[src/rtl/ctrl_charlieplex_scroll.sv]
// Scroll sequencer: CPU-loaded column buffer, periodically rendered as five
// 7-bit row images and pushed to the charlieplex screen over Wishbone.
module ctrl_charlieplex_scroll #(
  parameter int unsigned ClkHz  = 48000000,
  parameter int unsigned StepHz = 10,
  parameter int unsigned BufLen = 32
) (
  input  logic       clk_i,
  input  logic       rst_i,
  input  logic       wb_we_i,
  input  logic [5:0] wb_adr_i,
  input  logic [7:0] wb_dat_i,
  input  logic       wb_stb_i,
  output logic [7:0] wb_dat_o,
  output logic       wb_ack_o,
  output logic       wbm_we_o,
  output logic [3:0] wbm_adr_o,
  output logic [7:0] wbm_dat_o,
  output logic       wbm_stb_o,
  input  logic       wbm_ack_i
);

  localparam int unsigned StepCycles = ClkHz / StepHz;
  localparam int unsigned DivW       = $clog2(StepCycles);
  localparam int unsigned AW         = (BufLen > 1) ? $clog2(BufLen) : 1;
  localparam logic [5:0]  BufLenW    = 6'(BufLen);
  localparam logic [DivW-1:0] DivLast = DivW'(StepCycles - 1);

  typedef enum logic [1:0] {S_IDLE, S_GATHER, S_WRITE, S_WAIT} state_e;

  state_e          state_q, state_d;
  logic            enable_q, enable_d;
  logic            loop_q, loop_d;
  logic [5:0]      len_q, len_d;
  logic [4:0]      pos_q, pos_d;
  logic [4:0]      idx_q, idx_d;
  logic [2:0]      row_q, row_d;
  logic [2:0]      col_q, col_d;
  logic [6:0]      rowimg_q, rowimg_d;
  logic [DivW-1:0] div_q, div_d;
  logic [7:0]      buf_q [2**AW];

  logic       cpu_wr, buf_sel, ctrl_wr, len_wr, start;
  logic [5:0] pos_p1, idx_p1;
  logic [4:0] pos_next, idx_next;
  logic       gather_bit;

  function automatic logic [5:0] clamp_len(input logic [7:0] v);
    if (v == 8'd0) return 6'd1;
    if (v > {2'b00, BufLenW}) return BufLenW;
    return v[5:0];
  endfunction

  assign cpu_wr  = wb_stb_i & wb_we_i;
  assign buf_sel = (wb_adr_i < BufLenW);
  assign ctrl_wr = cpu_wr & (wb_adr_i == 6'h20);
  assign len_wr  = cpu_wr & (wb_adr_i == 6'h21);
  assign start   = ctrl_wr & wb_dat_i[0] & ~enable_q & (state_q == S_IDLE);

  // Both the window start (pos) and the scan index wrap modulo the active length.
  assign pos_p1   = {1'b0, pos_q} + 6'd1;
  assign idx_p1   = {1'b0, idx_q} + 6'd1;
  assign pos_next = (pos_p1 >= len_q) ? 5'd0 : pos_p1[4:0];
  assign idx_next = (idx_p1 >= len_q) ? 5'd0 : idx_p1[4:0];

  assign gather_bit = buf_q[idx_q[AW-1:0]][row_q];

  assign wb_ack_o  = wb_stb_i;
  assign wbm_stb_o = (state_q == S_WRITE);
  assign wbm_we_o  = (state_q == S_WRITE);
  assign wbm_adr_o = (state_q == S_WRITE) ? {1'b0, row_q} : 4'd0;
  assign wbm_dat_o = (state_q == S_WRITE) ? {1'b0, rowimg_q} : 8'd0;

  always_comb begin
    wb_dat_o = 8'd0;
    if (wb_stb_i) begin
      if (buf_sel) begin
        wb_dat_o = buf_q[wb_adr_i[AW-1:0]];
      end else begin
        case (wb_adr_i)
          6'h20:   wb_dat_o = {6'd0, loop_q, enable_q};
          6'h21:   wb_dat_o = {2'd0, len_q};
          6'h22:   wb_dat_o = {pos_q, 2'd0, (state_q != S_IDLE)};
          default: wb_dat_o = 8'd0;
        endcase
      end
    end
  end

  always_comb begin
    state_d  = state_q;
    enable_d = enable_q;
    loop_d   = loop_q;
    len_d    = len_q;
    pos_d    = pos_q;
    idx_d    = idx_q;
    row_d    = row_q;
    col_d    = col_q;
    rowimg_d = rowimg_q;
    div_d    = div_q;

    case (state_q)
      S_IDLE: begin
        if (start) begin
          pos_d   = 5'd0;
          row_d   = 3'd0;
          col_d   = 3'd0;
          idx_d   = 5'd0;
          state_d = S_GATHER;
        end
      end
      S_GATHER: begin
        if (!enable_q) begin
          state_d = S_IDLE;
        end else begin
          rowimg_d[col_q] = gather_bit;
          idx_d = idx_next;
          col_d = col_q + 3'd1;
          if (col_q == 3'd6) state_d = S_WRITE;
        end
      end
      S_WRITE: begin
        // The strobe is held until acknowledged, even if disable arrives meanwhile.
        if (wbm_ack_i) begin
          if (!enable_q) begin
            state_d = S_IDLE;
          end else if (row_q != 3'd4) begin
            row_d   = row_q + 3'd1;
            col_d   = 3'd0;
            idx_d   = pos_q;
            state_d = S_GATHER;
          end else begin
            row_d = 3'd0;
            pos_d = pos_next;
            if (!loop_q && pos_next == 5'd0) begin
              enable_d = 1'b0;
              state_d  = S_IDLE;
            end else begin
              div_d   = '0;
              state_d = S_WAIT;
            end
          end
        end
      end
      S_WAIT: begin
        if (!enable_q) begin
          state_d = S_IDLE;
        end else if (div_q == DivLast) begin
          col_d   = 3'd0;
          idx_d   = pos_q;
          state_d = S_GATHER;
        end else begin
          div_d = div_q + 1'b1;
        end
      end
      default: state_d = S_IDLE;
    endcase

    // CPU register writes take precedence over sequencer updates.
    if (ctrl_wr) begin
      enable_d = wb_dat_i[0];
      loop_d   = wb_dat_i[1];
    end
    if (len_wr) begin
      len_d = clamp_len(wb_dat_i);
      pos_d = 5'd0;
      idx_d = 5'd0;
    end
  end

  always_ff @(posedge clk_i or posedge rst_i) begin
    if (rst_i) begin
      state_q  <= S_IDLE;
      enable_q <= 1'b0;
      loop_q   <= 1'b0;
      len_q    <= 6'd7;
      pos_q    <= 5'd0;
      idx_q    <= 5'd0;
      row_q    <= 3'd0;
      col_q    <= 3'd0;
      rowimg_q <= 7'd0;
      div_q    <= '0;
    end else begin
      state_q  <= state_d;
      enable_q <= enable_d;
      loop_q   <= loop_d;
      len_q    <= len_d;
      pos_q    <= pos_d;
      idx_q    <= idx_d;
      row_q    <= row_d;
      col_q    <= col_d;
      rowimg_q <= rowimg_d;
      div_q    <= div_d;
    end
  end

  // Pattern storage survives reset.
  always_ff @(posedge clk_i) begin
    if (cpu_wr && buf_sel) buf_q[wb_adr_i[AW-1:0]] <= wb_dat_i;
  end

endmodule
[config.mk]
export PLATFORM = sky130hd
export DESIGN_NAME = ctrl_charlieplex_scroll
export DESIGN_NICKNAME = d
export VERILOG_FILES = /design/src/rtl/ctrl_charlieplex_scroll.sv
export SDC_FILE = /design/constraint.sdc
export NUM_CORES = 1
export LEC_CHECK = 0
export ABC_AREA = 1
export CORE_ASPECT_RATIO = 2
export CORE_MARGIN = 8
export CORE_UTILIZATION = 60
export CTS_CLUSTER_DIAMETER = 50
export DETAILED_ROUTE_END_ITERATION = 12
export PLACE_DENSITY_LB_ADDON = 0.25
export SYNTH_ARGS = -nofsm -noshare
export SYNTH_HDL_FRONTEND = slang
export SYNTH_SLANG_ARGS = --single-unit
[constraint.sdc]
create_clock -name clk_i -period 6.42 [get_ports clk_i]
set_clock_uncertainty 0.05 [all_clocks]
set_input_delay 1.284 -clock clk_i [delete_from_list [all_inputs] [get_ports clk_i]]
set_output_delay 1.284 -clock clk_i [all_outputs]
set_load 0.005 [all_outputs]
==> results of run 1 <==
cell type report:
type / count / area, µm² / share of cell area, %
sequential: 312 / 9097 / 51.14
multi-input combinational: 1249 / 6301 / 35.42
clock buffer: 32 / 778.2 / 4.375
timing repair buffer: 74 / 673.1 / 3.784
tap: 348 / 435.4 / 2.448
inverter: 103 / 390.4 / 2.194
clock inverter: 16 / 113.9 / 0.6400
power breakdown:
group          switching [mW]  leakage (nW)  internal [mW]
registers              0.0797          3.06           2.23
logic                    1.08          3.12          0.402
clock network           0.794         0.453          0.883
placed cells by master (no fill, tap or decap), types with 27 or more instances in the layout:
cell / Yosys / final
nand2_1: 392 / 391
nor2_1: 145 / 145
o21ai_0: 29 / 29
nand3_1: 270 / 270
clkbuf_16: 0 / 30
dfrtp_1: 53 / 51
o22ai_1: 76 / 76
edfxtp_1: 256 / 256
nor3_1: 114 / 114
buf_4: 13 / 33
a21oi_1: 27 / 27
inv_1: 79 / 78
clkdlybuf4s50_1: 0 / 38
stage by stage:
| stage | utilization [%] | std cells | power [mW] | area, µm² | hold WS (ns) |
|---|---|---|---|---|---|
| final | 66.38 | 2134 | 5.465 | 17790 | 0.4765 |
| after global routing | 66.38 | 2134 | 5.636 | 17790 | 0.5026 |
| after CTS | 66.38 | 2134 | 5.391 | 17790 | 0.4561 |
| after detailed placement | 63.05 | 2086 | 3.757 | 16900 | 0.4395 |
| after global placement | 63.05 | 2086 | 3.733 | 16900 | 0.4205 |
| after floorplan | - | 1763 | 3.284 | 16310 | 0.4030 |
final timing paths:
kind | startpoint | depth (start not counted) | slack [ns] | end
setup / recovery | wb_adr_i[0] | 8 | 0.57 | wb_dat_o[6]
hold / removal | len_q[5] | 2 | 0.48 | len_q[5]
setup reg to reg | idx_q[0] | 12 | 2.49 | idx_q[1]
hold reg to reg | len_q[5] | 2 | 0.48 | len_q[5]
max in group asynchronous | rst_i | 3 | 4.56 | idx_q[0]
min in group asynchronous | rst_i | 3 | 1.17 | rowimg_q[6]
metal layers:
layer / track usage, % / vias to the layer above / share of wire (%)
met5: 0 / - / 0
met4: 23.66 / 0 / 8.3
met3: 5.190 / 240 / 9.4
met2: 51.82 / 884 / 50
met1: 33.67 / 6482 / 33
li1: - / 6218 / -
flip-flops by register name (all words and copies together), names as in the netlist, 2 cells and up:
name / flops
len_q: 6
div_q: 23
pos_q: 5
row_q: 3
state_q: 2
idx_q: 5
buf_q: 256
rowimg_q: 7
col_q: 3
cell families after synthesis:
kind of cell | synth area share [%]
AND/OR/NAND/NOR | 27.69
flip-flops | 55.77
buffers and inverters | 5.618
AO/OA/AOI/OAI | 8.097
XOR/XNOR | 1.343
adder cells (fa/ha/maj) | 1.458
other | 0.02300
worst min-delay path, stage by stage (launching register included):
cell	delay (ns)
dfrtp_1	0.37
nand2_1	0.05
o21ai_0	0.06
==> qor.yml, run 1 <==
status: "finished clean"
syn_avg_cell_area_um2: 9.253
grt_usage_pct: 30.68
tightest_slew_ns: 1.015
core_mm2: 0.02680
place.gp.congestion: 0.9729
cts_sinks: 312
synth_commonest_cells: "nand2_1 (392), nand3_1 (270), edfxtp_1 (256), nor2_1 (145), nor3_1 (114)"
fmax_mhz: 170.9
worstPathMaxFanout: 35
final_layout_size_suffix_gt1_share_pct: 9.462
slew_headroom_pct: 32.05
fp.dieH_um: 249.1
grt_first_pass_wirelength_um: 77850
layout.nets: 1804
hp-class: "reg2reg"
grt_start_max_net_pins: 82
worst_setup_path_start_kind: "primary input"
slew_violations: 0
hold_buffers: 0
yosysWarningCount: 0
synthArstFlopShare_pct: 17.95
yosysMostFrequentCell: "nand2_1"
crit_slowest_cell: "o31ai_1"
grt_pass1_vias: 13550
nFillCells: 2184
syn_area_mm2: 0.01630
cts_tree: "done"
post_drt_via_cell_ratio: 6.478
pre_cts_ws_ns: 0.7487
setup_tns_ns: 0
leakagePower_nw: 6.629
wl_per_cell_um: 24.24
rsz0062_at_grt: "no"
drc: 0
antenna_left: 0
netlist.area_leader.share_pct: 47.15
h-tree-depth: 1
max_stage_delay_ns: 0.77
cts_resized: 0
pin_count: 42
crit_path_end_kind: "primary output"
path_buf_inv: 3
firstDrtPassIters: 6
area_growth_pct: 9.118
grt_antenna_before_repair: 0
num_antenna_cells: 0
crit_path_cell_trace: "clkdlybuf4s50_1, nor2_8, inv_2, nor2_1, o31ai_1, nand4_1, a21oi_1, clkdlybuf4s50_1"
start_util_pct: 60.83
synth.area.top_cells: "edfxtp_1 (47%), nand2_1 (9.0%), nand3_1 (8.3%)"
vias: 13820
hpwl_um: 34460
vdd_drop_max_mv: 0.4083
cts-root-buf: "clkbuf_16"
ys_seq_area_share_pct: 55.77
synth_seq_cells: 312
routed_wl_um: 51730
cts_buffer_depth: 3
drt-initial-drc-count: 1860
final.setup.worst_slack_ns: 0.5699
port_buffers: 39
cts_buffers: 26
insertion_delay_ns: 0.56
grt-ovfl-total: 0
finalCritPeriodShare_pct: 91.12
yosys.cell_types.count: 51
cp_top_family: "buffers and inverters"
synthCells: 1762
cp.required_ns: 5.09
min_period_ns: 5.850
power_density_mw_per_mm2: 307.2
synth_edf_count: 256
rows: 85
post-cts-setup-buffer-count: 0
hold_viol_final: 0
setup_violations: 0
criticalPathCategory: "in2out"
cp_data_arrival_time_ns: 4.52
dieArea_mm2: 0.03302
ys.flop_type: "edfxtp_1"
crit_top_cell: "clkdlybuf4s50_1"
synth_top_cell_by_area: "edfxtp_1"
cts.reportedPaths.clkPinSlew_ns: 0.07
fp.dieW_um: 132.6
cap_viol_max_count: 0
No activity file was read; power rests on OpenSTA's default activity.
==> run 2: changes to the inputs <==
- ABC_AREA: 1 -> 0
- GPL_TIMING_DRIVEN: not set -> 0
==> qor.yml, run 2 <==
tightest_slew_ns: 1.344  # +0.3286 ns
cts_buffer_depth: 3  # unchanged
post-cts-setup-buffer-count: 0  # unchanged
ys.flop_type: "edfxtp_1"
leakagePower_nw: 6.101  # -8.0%
criticalPathCategory: "in2out"
dpl.cell_count: 1474  # -29%
rsz0062_at_grt: "no"
grt_start_max_net_pins: 39  # -52%
h-tree-depth: 1  # unchanged
hold_viol_final: 0  # unchanged
cts_sinks: 312  # unchanged
yosysMostFrequentCell: "edfxtp_1"
core_mm2: 0.02607  # -2.7%
wl_met2_um: 23580  # -8.1%
syn_avg_cell_area_um2: 14.37  # +55%
insertion_delay_ns: 0.58  # +0.02 ns
fp.dieH_um: 244.9  # -1.7%
syn_area_mm2: 0.01573  # -3.5%
synthCells: 1094  # -38%
fp.dieW_um: 130.5  # -1.6%
final_cell_mix: "edfxtp_1 (256), mux4_2 (111), nor2_1 (81)"
hpwl_um: 35580  # +3.3%
crit_path_end_kind: "primary output"
netlist.area_leader.share_pct: 48.89  # +1.7 points
cap_viol_max_count: 0  # unchanged
postLayoutCoreUtil_pct: 67.01  # +0.63 points
min_period_ns: 6.601  # +0.7509 ns
fmax_mhz: 151.5  # -11%
routed_wl_um: 49520  # -4.3%
synthArstFlopShare_pct: 17.95  # unchanged
grt_antenna_before_repair: 1  # +1
hp-class: "reg2reg"
final.setup.worst_slack_ns: -0.1810  # -0.7509 ns
post_dp_cell_area_mm2: 0.01652  # -2.2%
synth_xor_area_share_pct: 0.3342  # -1.0 points
drt-initial-drc-count: 1640  # -12%
num_antenna_cells: 0  # unchanged
area_growth_pct: 11.07
firstDrtPassIters: 5  # -1
wl_per_cell_um: 32.43  # +34%
final_cell_area_mm2: 0.01747  # -1.8%
cts_tree: "done"
pin_count: 42  # unchanged
post_drt_via_cell_ratio: 7.194  # +11%
start_util_pct: 60.33  # -0.50 points
highest_layer: "met5"
drc: 0  # unchanged
synth_edf_count: 256  # unchanged
cts.reportedPaths.clkPinSlew_ns: 0.06  # about the same
synthAdderAreaFrac_pct: 1.512  # +0.054 points
worst_setup_path_start_kind: "primary input"
worstPathMaxFanout: 10  # -71%
ys_seq_area_share_pct: 57.82  # +2.1 points
yosysWarningCount: 0  # unchanged
met3WireLength_um: 4694  # -3.7%
synth_commonest_cells: "edfxtp_1 (256), mux4_2 (111), nor2_1 (81), mux2i_1 (59), nand2_1 (56)"
grt_first_pass_wirelength_um: 72150  # -7.3%
power_mw: 5.782  # +5.8%
layout.nets: 1199  # -34%
power_density_mw_per_mm2: 331.1  # +7.8%
synth_top_cell_by_area: "edfxtp_1"
synth_top_family_by_area: "multiplexers"
violations: "setup timing"
largest_reg_flops: 256  # unchanged
synth_seq_cells: 312  # unchanged
place.gp.congestion: 1.048  # +7.7%
port_buffers: 34  # -13%
rows: 84  # -1.2%
cts_buffers: 29  # +12%
fin_cells: 1527  # -28%
synth.area.top_cells: "edfxtp_1 (49%), mux4_2 (16%), dfrtp_1 (8.4%)"
slew_headroom_pct: 10.11  # -22 points
mostFrequentLayoutCell: "edfxtp_1"
grt_pass1_vias: 10610  # -22%
antenna_left: 0  # unchanged
slew_violations: 0  # unchanged
muxShareOfSynthArea_pct: 20.15  # +20 points
final_layout_size_suffix_gt1_share_pct: 18.93  # +9.5 points
synth-simple-area-share_pct: 8.577  # -19 points
synth_compound_area_share_pct: 8.458  # +0.36 points
hold_buffers: 0  # unchanged
grt-ovfl-total: 0  # unchanged
nFillCells: 1921  # -12%
setup_violations: 1  # +1
drt-met1-wl_um: 17550  # +3.9%
cp.required_ns: 5.09  # about the same
vias: 10990  # -21%
cts-root-buf: "clkbuf_16"
grt_usage_pct: 31.95  # +1.3 points
cp_data_arrival_time_ns: 5.27  # +0.75 ns
dieArea_mm2: 0.03196  # -3.2%
finalCritPeriodShare_pct: 102.8  # +12 points
vdd_drop_max_mv: 0.2838  # -30%
status: "complete, but fails checks"
pre_cts_ws_ns: -0.4974  # -1.246 ns
yosys.cell_types.count: 72  # +41%
==> run 2: cell count changes in the layout (fill, tap and decap cells not counted), moves of 24 or more <==
cell | before | now
a31oi_1 | 0 | 24
buf_2 | 1 | 25
buf_4 | 33 | 9
clkbuf_1 | 0 | 29
inv_1 | 78 | 34
mux2i_1 | 0 | 59
mux4_2 | 0 | 111
nand2_1 | 391 | 56
nand3_1 | 270 | 38
nor2_1 | 145 | 81
nor3_1 | 114 | 19
o22ai_1 | 76 | 15
==> run 2: layout make-up <==
cell class                 instances  area [µm²]  share of cell area, %
clock buffer                      32       737.0                  4.220
clock inverter                    21       205.2                  1.175
timing repair buffer              35       340.3                  1.949
sequential                       312        9092                  52.06
buffer                            71       379.1                  2.171
inverter                          36       135.1                 0.7737
multi-input combinational        676        6146                  35.19
tap                              344       430.4                  2.464
==> run 2: final timing paths <==
path	startpoint	end	slack (ns)	cells after the start
worst max-delay path	wb_adr_i[1]	wb_dat_o[7]	-0.18	9
worst min-delay path	rowimg_q[1]	rowimg_q[1]	0.43	2
worst max register to register	idx_q[2]	rowimg_q[2]	1.87	9
worst min register to register	rowimg_q[1]	rowimg_q[1]	0.43	2
max in group asynchronous	rst_i	len_q[2]	4.73	3
min in group asynchronous	rst_i	state_q[0]	0.99	2
==> run 2: timing repair <==
action / CTS / global route
setup endpoints to repair: 5 / 2
endpoints found under the hold margin: 0 / 0
cloned: 0 / 0
gates resized for setup: 8 / 4
==> run 2: routing by layer <==
| layer | vias to the layer above | track usage [%] |
|---|---|---|
| met5 | - | 0 |
| met4 | 2 | 19.81 |
| met3 | 176 | 4.848 |
| met2 | 829 | 49.87 |
| met1 | 5482 | 41.30 |
| li1 | 4497 | - |
==> run 2: cells by family (layout without fill, tap and decap cells) <==
group           Yosys count  in the layout
buf+inv                 107            195
xor+xnor                  6              6
compound gates          199            199
simple gates            273            273
mux                     177            177
fa+ha+maj                19             19
flops                   312            312
other cells               1              2
==> run 2: through the flow <==
stage               TNS (ns)  hold WS (ns)
floorplan                  0        0.3914
global placement      -1.757        0.4158
detailed placement    -1.751        0.4257
CTS                        0        0.4404
global route               0        0.4786
finish               -0.1810        0.4341
==> run 2: critical path, cell delays in order <==
cell	delay (ns)
clkdlybuf4s50_1	0.68
buf_2	0.41
clkdlybuf4s15_2	0.59
mux4_2	0.31
mux2i_1	0.24
a2111oi_0	0.62
o21ai_0	0.28
a21boi_0	0.28
clkdlybuf4s50_1	0.55
==> run 2: report_power, final <==
group	switching (mW)	total [mW]	internal (mW)	leakage, nW
sequential	0.0400	2.27	2.23	2.93
clock	0.814	1.74	0.926	0.459
combinational	1.11	1.77	0.663	2.71
total	1.96	5.78	3.82	6.10
==> run 3: changes to the inputs <==
- CORE_UTILIZATION: 60 -> 55
==> qor.yml, run 3 (synthesized netlist as in run 2, its figures left out) <==
slew_headroom_pct: 7.174  # -2.9 points
hpwl_um: 37770  # +6.1%
largest_reg_flops: 256  # unchanged
dieArea_mm2: 0.03459  # +8.2%
fp.dieW_um: 135.6  # +3.9%
rows: 87  # +3.6%
fp.dieH_um: 255.1  # +4.2%
switching_share_pct: 34.11  # +0.14 points
cts_buffer_depth: 3  # unchanged
cp.required_ns: 5.09  # about the same
port_buffers: 34  # unchanged
leakagePower_nw: 6.094  # -0.12%
grt-ovfl-total: 0  # unchanged
rsz0062_at_grt: "no"
cap_viol_max_count: 0  # unchanged
fin_hold_ws_ns: 0.4233  # -0.01076 ns
criticalPathCategory: "in2out"
h-tree-depth: 1  # unchanged
place.gp.congestion: 1.052  # +0.35%
cts_sinks: 312  # unchanged
final_layout_size_suffix_gt1_share_pct: 18.93  # unchanged
worst_setup_path_start_kind: "primary input"
combPwrFrac_pct: 31.2  # +0.5 points
grt_usage_pct: 31.36  # -0.59 points
min_period_ns: 6.384  # -0.2168 ns
cts-root-buf: "clkbuf_16"
cts_buffers: 29  # unchanged
post_drt_via_cell_ratio: 7.134  # -0.84%
layout.nets: 1199  # unchanged
finalCritPeriodShare_pct: 99.44  # -3.4 points
tightest_slew_ns: 1.388  # +0.04397 ns
grt_pass1_vias: 11010  # +3.8%
worstPathMaxFanout: 10  # unchanged
wl_per_cell_um: 34.65  # +6.8%
vias: 10990  # +0.0091%
mostFrequentLayoutCell: "edfxtp_1"
final_cell_mix: "edfxtp_1 (256), mux4_2 (111), nor2_1 (81)"
cp_data_arrival_time_ns: 5.05  # -0.22 ns
status: "finished clean"
grt_antenna_before_repair: 2  # +1
power_mw: 5.902  # +2.1%
grt_first_pass_wirelength_um: 76120  # +5.5%
hp-class: "reg2reg"
p_switching_mw: 2.013  # +2.5%
final.setup.worst_slack_ns: 0.03588  # +0.2168 ns
intPower_mw: 3.889  # +1.9%
pin_count: 42  # unchanged
cts_tree: "done"
clkPwrFrac_pct: 30.4  # +0.3 points
insertion_delay_ns: 0.57  # about the same
pre_cts_ws_ns: -0.8701  # -0.3727 ns
grt_start_max_net_pins: 40  # +2.6%
core_mm2: 0.02819  # +8.2%
routed_wl_um: 53360  # +7.8%
pwr-share-seq_pct: 38.4  # -0.8 points
area_growth_pct: 11.47
crit_path_end_kind: "primary output"
power_density_mw_per_mm2: 336.7  # +1.7%
cts.reportedPaths.clkPinSlew_ns: 0.07  # about the same
slew_violations: 0  # unchanged
setup_violations: 0  # -1
antenna_left: 0  # unchanged
dpl.cell_count: 1486  # +0.81%
hold_buffers: 0  # unchanged
hold_viol_final: 0  # unchanged
firstDrtPassIters: 5  # unchanged
drc: 0  # unchanged
fmax_mhz: 156.6  # +3.4%
drt-initial-drc-count: 1308  # -20%
vdd_drop_max_mv: 0.2658  # -6.3%
fin_cells: 1540  # +0.85%
start_util_pct: 55.78  # -4.6 points
run 3: cell count changes in the layout (fill, tap and decap cells not counted), moves of 2 or more:
cell,before,now
buf_2,25,23
bufinv_16,2,4
clkinv_4,6,1
clkinvlp_4,1,7
inv_6,2,0
run 3: area by class of cell:
type / count / area (µm²)
Multi-Input combinational cell: 676 / 6158
Clock buffer: 33 / 740.7
Sequential cell: 312 / 9092
Antenna cell: 1 / 2.502
Tap cell: 356 / 445.4
Fill cell: 2110 / 10670
Clock inverter: 20 / 227.7
Inverter: 36 / 135.1
Buffer: 71 / 380.4
Timing Repair Buffer: 35 / 345.3
run 3: path summary, 6_finish.rpt:
kind	end	cells after the start	slack [ns]	startpoint
setup / recovery	wb_dat_o[5]	10	0.04	wb_adr_i[1]
hold / removal	rowimg_q[3]	2	0.42	rowimg_q[3]
setup reg to reg	rowimg_q[2]	9	1.70	idx_q[2]
hold reg to reg	rowimg_q[3]	2	0.42	rowimg_q[3]
max in group asynchronous	len_q[1]	3	4.71	rst_i
min in group asynchronous	rowimg_q[2]	2	0.97	rst_i
run 3: critical path, cell delays in order:
cell             delay, ns
clkdlybuf4s50_1       0.68
buf_4                 0.37
clkdlybuf4s15_2       0.56
clkbuf_2              0.47
mux4_2                0.42
mux2i_1               0.17
a21oi_1               0.09
o21ai_0               0.35
a21boi_0              0.15
clkdlybuf4s50_1       0.49
run 3: repair_timing:
| item | CTS | global route |
|---|---|---|
| pin swaps | 0 | 0 |
| endpoints found under the setup margin | 6 | 2 |
| hold endpoints to repair | 0 | 0 |
| resized for setup | 10 | 4 |
| setup buffers | 0 | 0 |
run 3: power groups by stage:
stage / Clock [mW] / Combinational, mW / Sequential [mW]
floorplan: 0 / 1.10 / 2.29
global placement: 0 / 1.72 / 2.31
detailed placement: 0 / 1.74 / 2.31
CTS: 1.79 / 1.75 / 2.27
global route: 1.85 / 1.90 / 2.27
finish: 1.79 / 1.84 / 2.27
run 3: per-stage QoR:
step	utilization, %	TNS [ns]	area (µm²)
finish	62.17	0	17530
detailed placement	58.65	-3.240	16530
global route	62.16	0	17530
CTS	62.18	0	17530
global placement	58.58	-3.289	16510
floorplan	-	0	15730
run 3: layer usage:
| metal | vias to the layer above | global-route usage [%] | wire length, µm |
|---|---|---|---|
| met5 | - | 0.1460 | 25 |
| met4 | 4 | 23.45 | 4648 |
| met3 | 196 | 4.697 | 4380 |
| met2 | 723 | 53.88 | 27430 |
| met1 | 5584 | 34.37 | 16870 |
| li1 | 4480 | - | - |
